`config.mk`:
```
export PLATFORM = sky130hd
export DESIGN_NAME = wb_dest_pipe
export DESIGN_NICKNAME = d
export VERILOG_FILES = /design/src/rtl/wb_dest_pipe_pkg.sv /design/src/rtl/wb_dest_match.sv /design/src/rtl/wb_dest_pipe.sv
export SDC_FILE = /design/constraint.sdc
export NUM_CORES = 1
export LEC_CHECK = 0
export ABC_AREA = 1
export CAP_MARGIN = 20
export CORE_AREA = 10 10 68 70
export DETAILED_ROUTE_END_ITERATION = 10
export DIE_AREA = 0 0 78 80
export HOLD_SLACK_MARGIN = 0.1
export PLACE_DENSITY = 0.83
export SYNTH_ARGS = -nofsm -noshare
export SYNTH_HDL_FRONTEND = slang
export SYNTH_SLANG_ARGS = --single-unit
```
`constraint.sdc`:
```
create_clock -name clk_i -period 1.26 [get_ports clk_i]
set_input_delay 0.252 -clock clk_i [delete_from_list [all_inputs] [get_ports clk_i]]
set_output_delay 0.252 -clock clk_i [all_outputs]
set_load 0.05 [all_outputs]
```
`src/rtl/wb_dest_pipe_pkg.sv`:
```
// Shared definitions for the writeback-destination tracker: default address width,
// writeback source-select codes and a valid-count helper.
package wb_dest_pipe_pkg;

    localparam int unsigned RegAddrWDef = 4;

    // Source-select codes for a three-field decoder; any code >= NUM_SRC is a NOP.
    typedef enum logic [1:0] {
        WbOpRx  = 2'd0,
        WbOpRy  = 2'd1,
        WbOpRz  = 2'd2,
        WbOpNop = 2'd3
    } wb_addr_op_e;

    // Each stage entry is {valid, addr}; the pipe keeps the two fields in parallel
    // packed vectors, stage 1 in the lowest slice.
    function automatic int unsigned popcount(logic [31:0] v);
        int unsigned n;
        n = 0;
        for (int i = 0; i < 32; i++) begin
            n += int'(v[i]);
        end
        return n;
    endfunction

endpackage

```
`src/rtl/wb_dest_match.sv`:
```
// Per-read-port hazard detect: flags any valid in-flight destination equal to the read
// address and returns the youngest matching stage. WB_ZERO_SKIP_EN makes register 0 never match.
module wb_dest_match
    import wb_dest_pipe_pkg::*;
#(
    parameter int unsigned REG_ADDR_W = RegAddrWDef,
    parameter int unsigned DEPTH      = 3,
    localparam int unsigned FWD_W     = $clog2(DEPTH) + 1
) (
    input  logic [DEPTH*REG_ADDR_W-1:0] stage_addr_i,
    input  logic [DEPTH-1:0]            stage_valid_i,
    input  logic [REG_ADDR_W-1:0]       rd_addr_i,
    output logic                        hazard_o,
    output logic [FWD_W-1:0]            fwd_o
);

    logic [DEPTH-1:0] match;

    always_comb begin
        match = '0;
        for (int unsigned i = 0; i < DEPTH; i++) begin
            match[i] = stage_valid_i[i] &&
                       (stage_addr_i[i*REG_ADDR_W +: REG_ADDR_W] == rd_addr_i);
        end
`ifdef WB_ZERO_SKIP_EN
        if (rd_addr_i == '0) begin
            match = '0;
        end
`endif
    end

    // Scan oldest to youngest so the lowest (youngest) matching index is the one kept.
    always_comb begin
        hazard_o = |match;
        fwd_o    = '1;
        for (int i = int'(DEPTH) - 1; i >= 0; i--) begin
            if (match[i]) begin
                fwd_o = FWD_W'(i);
            end
        end
    end

endmodule

```
`src/rtl/wb_dest_pipe.sv`:
```
// Writeback-destination tracker: selects a destination field, carries {valid, addr} through
// DEPTH stages and reports hazards per read port. Optional macro: WB_ZERO_SKIP_EN.
module wb_dest_pipe
    import wb_dest_pipe_pkg::*;
#(
    parameter int unsigned REG_ADDR_W = RegAddrWDef,
    parameter int unsigned NUM_SRC    = 3,
    parameter int unsigned OP_W       = 2,
    parameter int unsigned DEPTH      = 3,
    localparam int unsigned FWD_W     = $clog2(DEPTH) + 1,
    localparam int unsigned INFL_W    = $clog2(DEPTH + 1)
) (
    input  logic                          clk_i,
    input  logic                          rst_ni,
    input  logic [OP_W-1:0]               wb_addr_op_i,
    input  logic [NUM_SRC*REG_ADDR_W-1:0] src_addr_i,
    input  logic                          stall_i,
    input  logic                          flush_i,
    input  logic [REG_ADDR_W-1:0]         rd_addr_a_i,
    input  logic [REG_ADDR_W-1:0]         rd_addr_b_i,
    output logic [DEPTH*REG_ADDR_W-1:0]   stage_addr_o,
    output logic [DEPTH-1:0]              stage_valid_o,
    output logic [REG_ADDR_W-1:0]         wb_addr_o,
    output logic                          wb_en_o,
    output logic                          hazard_a_o,
    output logic                          hazard_b_o,
    output logic [FWD_W-1:0]              fwd_a_o,
    output logic [FWD_W-1:0]              fwd_b_o,
    output logic [INFL_W-1:0]             inflight_o
);

    logic                        sel_valid;
    logic [REG_ADDR_W-1:0]       sel_addr;
    logic [DEPTH*REG_ADDR_W-1:0] stage_addr_d, stage_addr_q;
    logic [DEPTH-1:0]            stage_valid_d, stage_valid_q;
    logic [INFL_W-1:0]           inflight_d, inflight_q;

    always_comb begin
        sel_valid = 1'b0;
        sel_addr  = '0;
        for (int unsigned i = 0; i < NUM_SRC; i++) begin
            if (wb_addr_op_i == OP_W'(i)) begin
                sel_valid = 1'b1;
                sel_addr  = src_addr_i[i*REG_ADDR_W +: REG_ADDR_W];
            end
        end
`ifdef WB_ZERO_SKIP_EN
        if (sel_addr == '0) begin
            sel_valid = 1'b0;
        end
`endif
    end

    // A stalled flush kills stage 1 in place; its stale address is left as-is.
    always_comb begin
        stage_valid_d = stage_valid_q;
        stage_addr_d  = stage_addr_q;
        if (stall_i) begin
            if (flush_i) begin
                stage_valid_d[0] = 1'b0;
            end
        end else begin
            stage_valid_d[0]              = sel_valid & ~flush_i;
            stage_addr_d[REG_ADDR_W-1:0]  = sel_addr;
            for (int unsigned k = 1; k < DEPTH; k++) begin
                stage_valid_d[k] = stage_valid_q[k-1];
                stage_addr_d[k*REG_ADDR_W +: REG_ADDR_W] =
                    stage_addr_q[(k-1)*REG_ADDR_W +: REG_ADDR_W];
            end
        end
        inflight_d = INFL_W'(popcount(32'(stage_valid_d)));
    end

    always_ff @(posedge clk_i) begin
        if (!rst_ni) begin
            stage_valid_q <= '0;
            stage_addr_q  <= '0;
            inflight_q    <= '0;
        end else begin
            stage_valid_q <= stage_valid_d;
            stage_addr_q  <= stage_addr_d;
            inflight_q    <= inflight_d;
        end
    end

    assign stage_addr_o  = stage_addr_q;
    assign stage_valid_o = stage_valid_q;
    assign wb_addr_o     = stage_addr_q[(DEPTH-1)*REG_ADDR_W +: REG_ADDR_W];
    assign wb_en_o       = stage_valid_q[DEPTH-1];
    assign inflight_o    = inflight_q;

    wb_dest_match #(
        .REG_ADDR_W (REG_ADDR_W),
        .DEPTH      (DEPTH)
    ) u_match_a (
        .stage_addr_i  (stage_addr_q),
        .stage_valid_i (stage_valid_q),
        .rd_addr_i     (rd_addr_a_i),
        .hazard_o      (hazard_a_o),
        .fwd_o         (fwd_a_o)
    );

    wb_dest_match #(
        .REG_ADDR_W (REG_ADDR_W),
        .DEPTH      (DEPTH)
    ) u_match_b (
        .stage_addr_i  (stage_addr_q),
        .stage_valid_i (stage_valid_q),
        .rd_addr_i     (rd_addr_b_i),
        .hazard_o      (hazard_b_o),
        .fwd_o         (fwd_b_o)
    );

endmodule

```
# --- Word level (Yosys, flattened, before mapping) ---
# Index checks and enable logic that the tools add are counted.
word_totals:
  regBits: 17
  output_inout_bits: 30
  wordCells: 39
op_classes:
  addsub: 2
  n_eq_ne: 8
  muxes: 15
  bitwise: 2
  reduce_logical: 9
op_table:
  columns: ["op", "count"]
  rows:
  - ["$eq 4x4->1", 6]
  - ["$mux 3", 6]
  - ["$mux 4", 3]
  - ["$logic_and 1x1->1", 6]
  - ["$reduce_or 3->1", 2]
  - ["$mux 1", 5]
  - ["$add 1x1->2", 1]
  - ["$add 2x1->2", 1]
  - ["$eq 2x1->1 const B", 1]
  - ["$eq 2x2->1 const B", 1]
  - ["$logic_not 2->1", 1]
  - ["$mux 2", 1]
  - ["$and 1x1->1", 1]
  - ["$not 1->1", 1]

# --- Depth between registers and ports, before layout ---
# Gate-level depths: netlist of the first run.
logic_depth:
  depth_word: 8
  mapped_depth: 8

# --- Hierarchy ---
# A second synthesis of the first run with hierarchy kept.
hier_totals:
  cells_unflattened: 221
  area_unflattened_um2: 1298.7
by_module_without_submodules:
  columns: ["module", "instances", "cells_per_inst", "area_per_inst_um2"]
  rows:
  - ["wb_dest_pipe", 1, 105, 758.2]
  - ["wb_dest_match", 2, 58, 270.3]

# --- Worst setup path after synthesis of the first run ---
# No wires, ideal clock.
synth_timing:
  path_type: "register to output"
  startpoint: "register stage_addr_q[7] (netlist: stage_addr_o[7])"
  endpoint: "output fwd_a_o[0]"
  arrival_ns: 1.885
  path_slack_ns: -0.877
  stages_incl_launch_ff: 7
  n_path_buf: 0
  cell_sequence: "dfxtp_1 inv_1 nand2_1 nand2_1 nor2_2 nand3_2 a21oi_1"
synth_between:
  elab_chain_cells: 4
synth_rtl:
  columns: ["item", "line", "text"]
  rows:
  - ["start, declared", "wb_dest_pipe.sv:34", "logic [DEPTH*REG_ADDR_W-1:0] stage_addr_d, stage_addr_q;"]
  - ["start signal, assigned", "wb_dest_pipe.sv:81", "stage_addr_q <= stage_addr_d;"]
  - ["$eq 4x4->1", "wb_dest_match.sv:23", "(stage_addr_i[i*REG_ADDR_W +: REG_ADDR_W] == rd_addr_i);"]
  - ["$logic_and 1x1->1", "wb_dest_match.sv:22", "match[i] = stage_valid_i[i] &&"]
  - ["$mux 3 (2 in series)", "wb_dest_match.sv:37", "if (match[i]) begin"]
  - ["end, declared", "wb_dest_pipe.sv:27", "output logic [FWD_W-1:0] fwd_a_o,"]
# Every way passes these cells.

# --- Worst setup path in the final report of the first run ---
layout_timing:
  startpoint: "register stage_addr_q[7] (netlist: stage_addr_o[7])"
  endpoint: "output hazard_a_o"
layout_between:
  elab_chain_cells: 3
layout_rtl:
  columns: ["item", "line", "text"]
  rows:
  - ["$eq 4x4->1", "wb_dest_match.sv:23", null]
  - ["$logic_and 1x1->1", "wb_dest_match.sv:22", null]
  - ["$reduce_or 3->1", "wb_dest_match.sv:34", "hazard_o = |match;"]
  - ["end, declared", "wb_dest_pipe.sv:25", "output logic hazard_a_o,"]
# Every way passes these cells.

==> summary.md, run 1 <==
| Metric | Value |
|---|---|
| Crit path largest cell delay | `0.39 ns` |
| Antenna cells | `0` |
| Pins over their slew limit | `0` |
| Maxcap violations | `0` |
| Drt drc | `0` |
| Seq/Total Area, Yosys | `0.2833` |
| Die width | `between 70 and 80 microns` |
| Met1 global-route usage | `0.1501` |
| PnR worst setup slack | `-0.5087 ns` |
| RSZ-0062 raised after global routing | `true` |
| Synth unique cells | `19` |
| Rel. slew slack | `0.7954` |
| Avg Cell Area, Syn | `6.160 sq um` |
| Placement Cell Area | `2477 sq um` |
| Async SR Flop Fraction | `0` |
| H-tree Lvls | `1` |
| R2r worst-path depth | `6` |
| Nets@finish | `around 310` |
| GRT Max-Usage Layer | `met2` |
| Max Freq | `565.4 MHz` |
| Met3 Use GR | `0.02928` |
| Hold Vio Cnt, Final | `0` |
| R2R setup slack | `0 ns` |
| Chip Height | `~80 microns` |
| Drt pass-1 iters | `4` |
| Req. time, crit path | `slightly above 1 ns` |
| WL final | `4891 microns` |
| Crit path DAT | `~1.5 ns` |
| Row count | `21` |
| Cell area after synthesis | `1201 sq um` |
| Root Buffer | `clkbuf_4` |
| Core box area | `3284 sq um` |
| Via count | `around 1.7k` |
| Worst setup path category | `reg -> out` |
| Syn nets | `about 220` |
| Die area | `between 6000 and 7000 sq um` |
| Worst clock skew | `0.004746 ns` |
| First-pass GRT wire length | `about 7500 microns` |
| Status | `finished, violations left` |
| Vias per cell | `around 5` |
| Worst Tran Pin Value | `approximately 0.31 ns` |
| Final std cells w/o fill | `332` |
| Lkg Pwr | `around 1.2 nW` |
| Initial antenna violation count | `0` |
| Final setup vio count | `11` |
| CTS tree | `yes` |
| Primary FF master, synth | `dfxtp_1` |
| CP Cell Sequence | `inv_4 > nand2_1 > nand2_1 > nor2_2 > nand3_2 > nand2_4 > inv_8 > nand2_8 > buf_12` |
| I/O pins | `56` |
| Pre-CTS setup slack | `-0.6228 ns` |
| Power density over cell area | `643.8 nW/um^2` |
| Largest net degree at the start of global routing | `10` |
| Total track usage | `0.1448` |
| Area growth syn-to-layout | `117.6%` |
| Startpoint types | `flip-flop` |
| TritonCTS buffer count | `3` |
| CP Max Fanout | `4` |
| Ys Warns | `0` |
| Hold buffers post-CTS | `0` |
| Slowest CP cell | `dfxtp_4` |
| Cells after Synth | `roughly 200` |
| Clock transition at path regs | `~0.10 ns` |
| #FFs+latches synth | `17` |
| Layout cells sized above 1 | `0.5210` |
| Cells after DPL | `around 320` |
| IR drop worst, VDD | `between 0.0003 and 0.0004 V` |
| DP HPWL | `approximately 3800 microns` |
| CTS sink cnt | `17` |
| Final Cell Area | `roughly 2600 sq um` |
| Setup TNS | `-3.693 ns` |
| Hold Path Cell Cnt | `4` |
| Grt ovf | `0` |
| Clock buffer depth | `2` |
| Final ANT Viol Nets | `0` |
| Met2 Resource Use GR | `0.2745` |
| Worst Hold Class | `in -> reg` |
| Wire per inst | `about 15 microns` |
| Initial DRC count | `112` |
| PortBufs | `55` |
| Final min period | `roughly 1.8 ns` |
| Skew-Pair Late Insertion Delay | `about 0.29 ns` |
| Number of global-route vias before repair | `around 1.7k` |
| Failing checks | `setup timing` |
| Initial Utilization | `0.3657` |
| Top cell by count, worst path | `nand2_1` |
| EDFF count, synth | `0` |
| Final Wtd Congestion | `approximately 0.90` |
| Period utilization | `1.404` |
| Worst setup EP type | `output pin` |
## flip-flops by register name (all words and copies together) (netlist names)
name           cells
stage_valid_o      3
stage_addr_o      12
inflight_o         2
## metrics by stage
step,util,power (mW),hold WS (ns)
after floorplan,-,0.9460,0.3804
after global placement,0.7543,1.344,0.5176
after detailed placement,0.7543,1.363,0.5195
after CTS,0.7787,1.653,0.4433
after global routing,0.7958,1.761,0.2741
final,0.7958,1.683,0.2502
## layout by cell type, fill, tap and decap left out
master and instances:
a21oi_1 13, a21oi_2 2, a21oi_4 2, a31oi_1 3, a41oi_1 1, buf_12 29
buf_4 35, buf_6 5, buf_8 1, clkbuf_1 1, clkbuf_2 2, clkbuf_4 3
clkdlybuf4s15_1 1, clkdlybuf4s50_1 13, clkinv_1 1, dfxtp_1 2, dfxtp_4 15, dlygate4sd2_1 8
dlymetal6s2s_1 1, fa_1 1, inv_1 11, inv_2 15, inv_4 4, inv_8 2
nand2_1 49, nand2_2 8, nand2_4 3, nand2_8 2, nand3_1 8, nand3_2 6
nand3_4 1, nor2_1 5, nor2_2 9, nor2_4 5, o211ai_1 3, o21ai_0 12
xnor2_1 4
## cell usage after synthesis (all sizes together), types with 3 or more instances
master / instances / area (sq um)
inv: 32 / 120.1
nand3: 15 / 95.09
buf: 8 / 52.55
o21ai: 12 / 60.06
xnor2: 4 / 35.03
o211ai: 3 / 22.52
dfxtp: 17 / 340.3
nand2: 62 / 242.7
a21oi: 17 / 85.08
nor2: 19 / 96.34
a31oi: 3 / 18.77
## worst max-delay path: cells and delay by family, from the launching register on
family	cells	cell delay, ns
flip-flops	1	0.39
buffers and inverters	3	0.23
AND/OR/NAND/NOR	6	0.61
## cells by family after synthesis
family                     after synthesis  synth area share
DFF                                     17            0.2833
xor gates and xnor gates                 4           0.02916
adders and majority gates                1           0.01667
AOI/OAI and AO/OA                       36            0.1625
buffers and inverters                   41            0.1469
and+or+nand+nor                         96            0.3615
## per-layer routing
metal	up-vias	wire (microns)
met5	-	0
met4	0	76
met3	10	367
met2	82	2513
met1	775	1934
li1	793	-
## layout make-up
type                            count  area, sq um
Clock buffer                        4        26.28
Fill cell                         212        670.6
Inverter                           33        148.9
Multi-Input combinational cell    137        837.1
Sequential cell                    17        396.6
Tap cell                           46        57.56
Timing Repair Buffer               95         1147
## report_power, final
group	leakage [nW]	switching (mW)	internal (mW)	total, mW
clock network	0.0150	0.164	0.123	0.287
registers	0.150	0.0427	0.557	0.600
logic	1.03	0.413	0.383	0.796
## repair_timing
item	CTS	global route
gates resized for setup	26	25
endpoints found under the setup margin	10	13
buffers inserted	3	5
pin swaps	14	19
## path summary, 6_finish.rpt
kind / from / endpoint
setup / recovery: stage_addr_o[7] / hazard_a_o
hold / removal: flush_i / stage_valid_o[0]
setup reg to reg: stage_valid_o[2] / inflight_o[0]
hold reg to reg: stage_valid_o[0] / stage_valid_o[1]
(Power assumes the default switching activity.)
==> run 2: changes to the inputs <==
--- a/config.mk
+++ b/config.mk
@@ -15,3 +15,4 @@
 export SYNTH_ARGS = -nofsm -noshare
 export SYNTH_HDL_FRONTEND = slang
 export SYNTH_SLANG_ARGS = --single-unit
+export TNS_END_PERCENT = 50
==> summary.md, run 2 (synthesis gave the netlist of run 1 again) <==
| Metric | Value |
|---|---|
| Initial Utilization | `0.3657 (unchanged)` |
| Worst clock skew | `0.003615 ns (-0.001131 ns)` |
| Crit path DAT | `1.53 ns (about the same)` |
| Via count | `1669 (+0.54%)` |
| Power density over cell area | `648.1 nW/um^2 (+0.66%)` |
| Row count | `21 (unchanged)` |
| Worst setup EP type | `output pin` |
| Final setup vio count | `10 (-1)` |
| Startpoint types | `flip-flop` |
| Cells after DPL | `327 (+1.2%)` |
| CP Max Fanout | `4 (unchanged)` |
| Core box area | `3284 sq um (unchanged)` |
| Wire per inst | `16.04 microns (+8.9%)` |
| Final Wtd Congestion | `0.8645 (-3.7%)` |
| Die width | `78 microns (unchanged)` |
| DP HPWL | `4111 microns (+8.9%)` |
| PnR worst setup slack | `-0.5193 ns (-0.01058 ns)` |
| Root Buffer | `clkbuf_4` |
| Pins over their slew limit | `0 (unchanged)` |
| Most frequent cells in the layout | `nand2_1, buf_4, buf_12` |
| Worst Tran Pin Value | `0.2840 ns (-0.02152 ns)` |
| Worst setup path category | `reg -> out` |
| Clock buffer depth | `2 (unchanged)` |
| Drt drc | `0 (unchanged)` |
| PortBufs | `55 (unchanged)` |
| H-tree Lvls | `1 (unchanged)` |
| Skew-Pair Late Insertion Delay | `0.29 ns (about the same)` |
| TritonCTS buffer count | `3 (unchanged)` |
| Lkg Pwr | `1.198 nW (+0.27%)` |
| IR drop worst, VDD | `0.0005298 V (+39%)` |
| Req. time, crit path | `1.01 ns (about the same)` |
| Largest net degree at the start of global routing | `11 (+1)` |
| Chip Height | `80 microns (unchanged)` |
| Setup TNS | `-3.943 ns (-0.2501 ns)` |
| Maxcap violations | `0 (unchanged)` |
| Final design utilization | `0.8004 (+0.004571)` |
| Placement Cell Area | `2509 sq um (+1.3%)` |
| Grt ovf | `0 (unchanged)` |
| Max reg flops | `12 (unchanged)` |
| First-pass GRT wire length | `8556 microns (+14%)` |
| Failing checks | `setup timing` |
| Hold Vio Cnt, Final | `0 (unchanged)` |
| WL final | `5341 microns (+9.2%)` |
| Final ANT Viol Nets | `0 (unchanged)` |
| Final Cell Area | `2629 sq um (+0.57%)` |
| Clock transition at path regs | `0.10 ns (about the same)` |
| Final std cells w/o fill | `333 (+0.30%)` |
| Number of global-route vias before repair | `1769 (+5.0%)` |
| Drt pass-1 iters | `4 (unchanged)` |
| Final min period | `1.779 ns (+0.01058 ns)` |
| Status | `finished, violations left` |
| Vias per cell | `5.012 (+0.24%)` |
| Most common cell after layout, fill and taps aside | `nand2_1` |
| Layout cells sized above 1 | `0.5122 (-0.008784)` |
| Antenna cells | `0 (unchanged)` |
| Period utilization | `1.412 (+0.008397)` |
| Rel. slew slack | `0.8093 (+0.01388)` |
| RSZ-0062 raised after global routing | `true` |
| Initial antenna violation count | `0 (unchanged)` |
| CTS sink cnt | `17 (unchanged)` |
| CTS tree | `yes` |
| Total track usage | `0.1705 (+0.02578)` |
| Area growth syn-to-layout | `118.9%` |
| Die area | `6240 sq um (unchanged)` |
| Nets@finish | `315 (+0.32%)` |
| Initial DRC count | `98 (-13%)` |
| Worst Hold Class | `in -> reg` |
| Max Freq | `562.0 MHz (-0.59%)` |
| I/O pins | `56 (unchanged)` |
[run 2: cell count changes in the layout (fill, tap and decap cells not counted), moves of 2 or more]
cell	previous run	this run
a21oi_4	2	4
inv_1	11	14
buf_6	5	2
a21oi_2	2	0
xnor2_2	0	2
dlygate4sd2_1	8	11
clkbuf_2	2	0
buf_4	35	39
xnor2_1	4	2
[run 2: routing by layer]
layer	GRT usage	wire (microns)	part of all wire
met1	0.1678	1998	0.37
met2	0.3217	2765	0.52
met3	0.04730	379	0.071
met4	0.08423	197	0.037
met5	0	0	0
[run 2: cell type report]
cell class	count	area (sq um)
Inverter	33	141.4
Fill cell	223	655.6
Tap cell	46	57.56
Multi-Input combinational cell	137	857.1
Clock buffer	4	26.28
Timing Repair Buffer	96	1152
Sequential cell	17	394.1
[run 2: worst max-delay path, cell delays in order (launching register included)]
cell and delay [ns]:
dfxtp_4 0.36, inv_2 0.06, nand2_1 0.07, nand2_1 0.08, nor2_2 0.14, nand3_2 0.12
nand2_4 0.15, inv_8 0.05, nand2_8 0.07, buf_12 0.13
[run 2: final timing paths]
path,slack [ns],startpoint,to,cells past startpoint
max,-0.52,stage_addr_o[3],hazard_a_o,9
max reg2reg,-0.15,stage_valid_o[2],inflight_o[0],6
min,0.42,stall_i,stage_valid_o[1],4
min reg2reg,0.52,stage_valid_o[0],stage_valid_o[1],2
[run 2: repair_timing]
action	in CTS	in global routing
endpoints found under the hold margin	0	0
pin swaps	18	4
buffers inserted	2	0
resized for setup	34	4
setup endpoints to repair	11	11
hold buffers	0	0
[run 2: where the power goes]
group	total, mW	switching (mW)	leakage, nW	internal, mW
registers	0.603	0.0445	0.150	0.558
clock network	0.302	0.179	0.0150	0.123
logic	0.799	0.418	1.03	0.381
[run 2: per-stage QoR]
| stage | power (mW) | hold WS, ns | setup WS [ns] |
|---|---|---|---|
| after detailed placement | 1.371 | 0.5101 | -0.7395 |
| after global placement | 1.349 | 0.4912 | -0.5677 |
| after global routing | 1.783 | 0.4959 | -0.5755 |
| after floorplan | 0.9463 | 0.3804 | -0.1782 |
| after CTS | 1.695 | 0.4177 | -0.4940 |
| final | 1.704 | 0.4249 | -0.5193 |
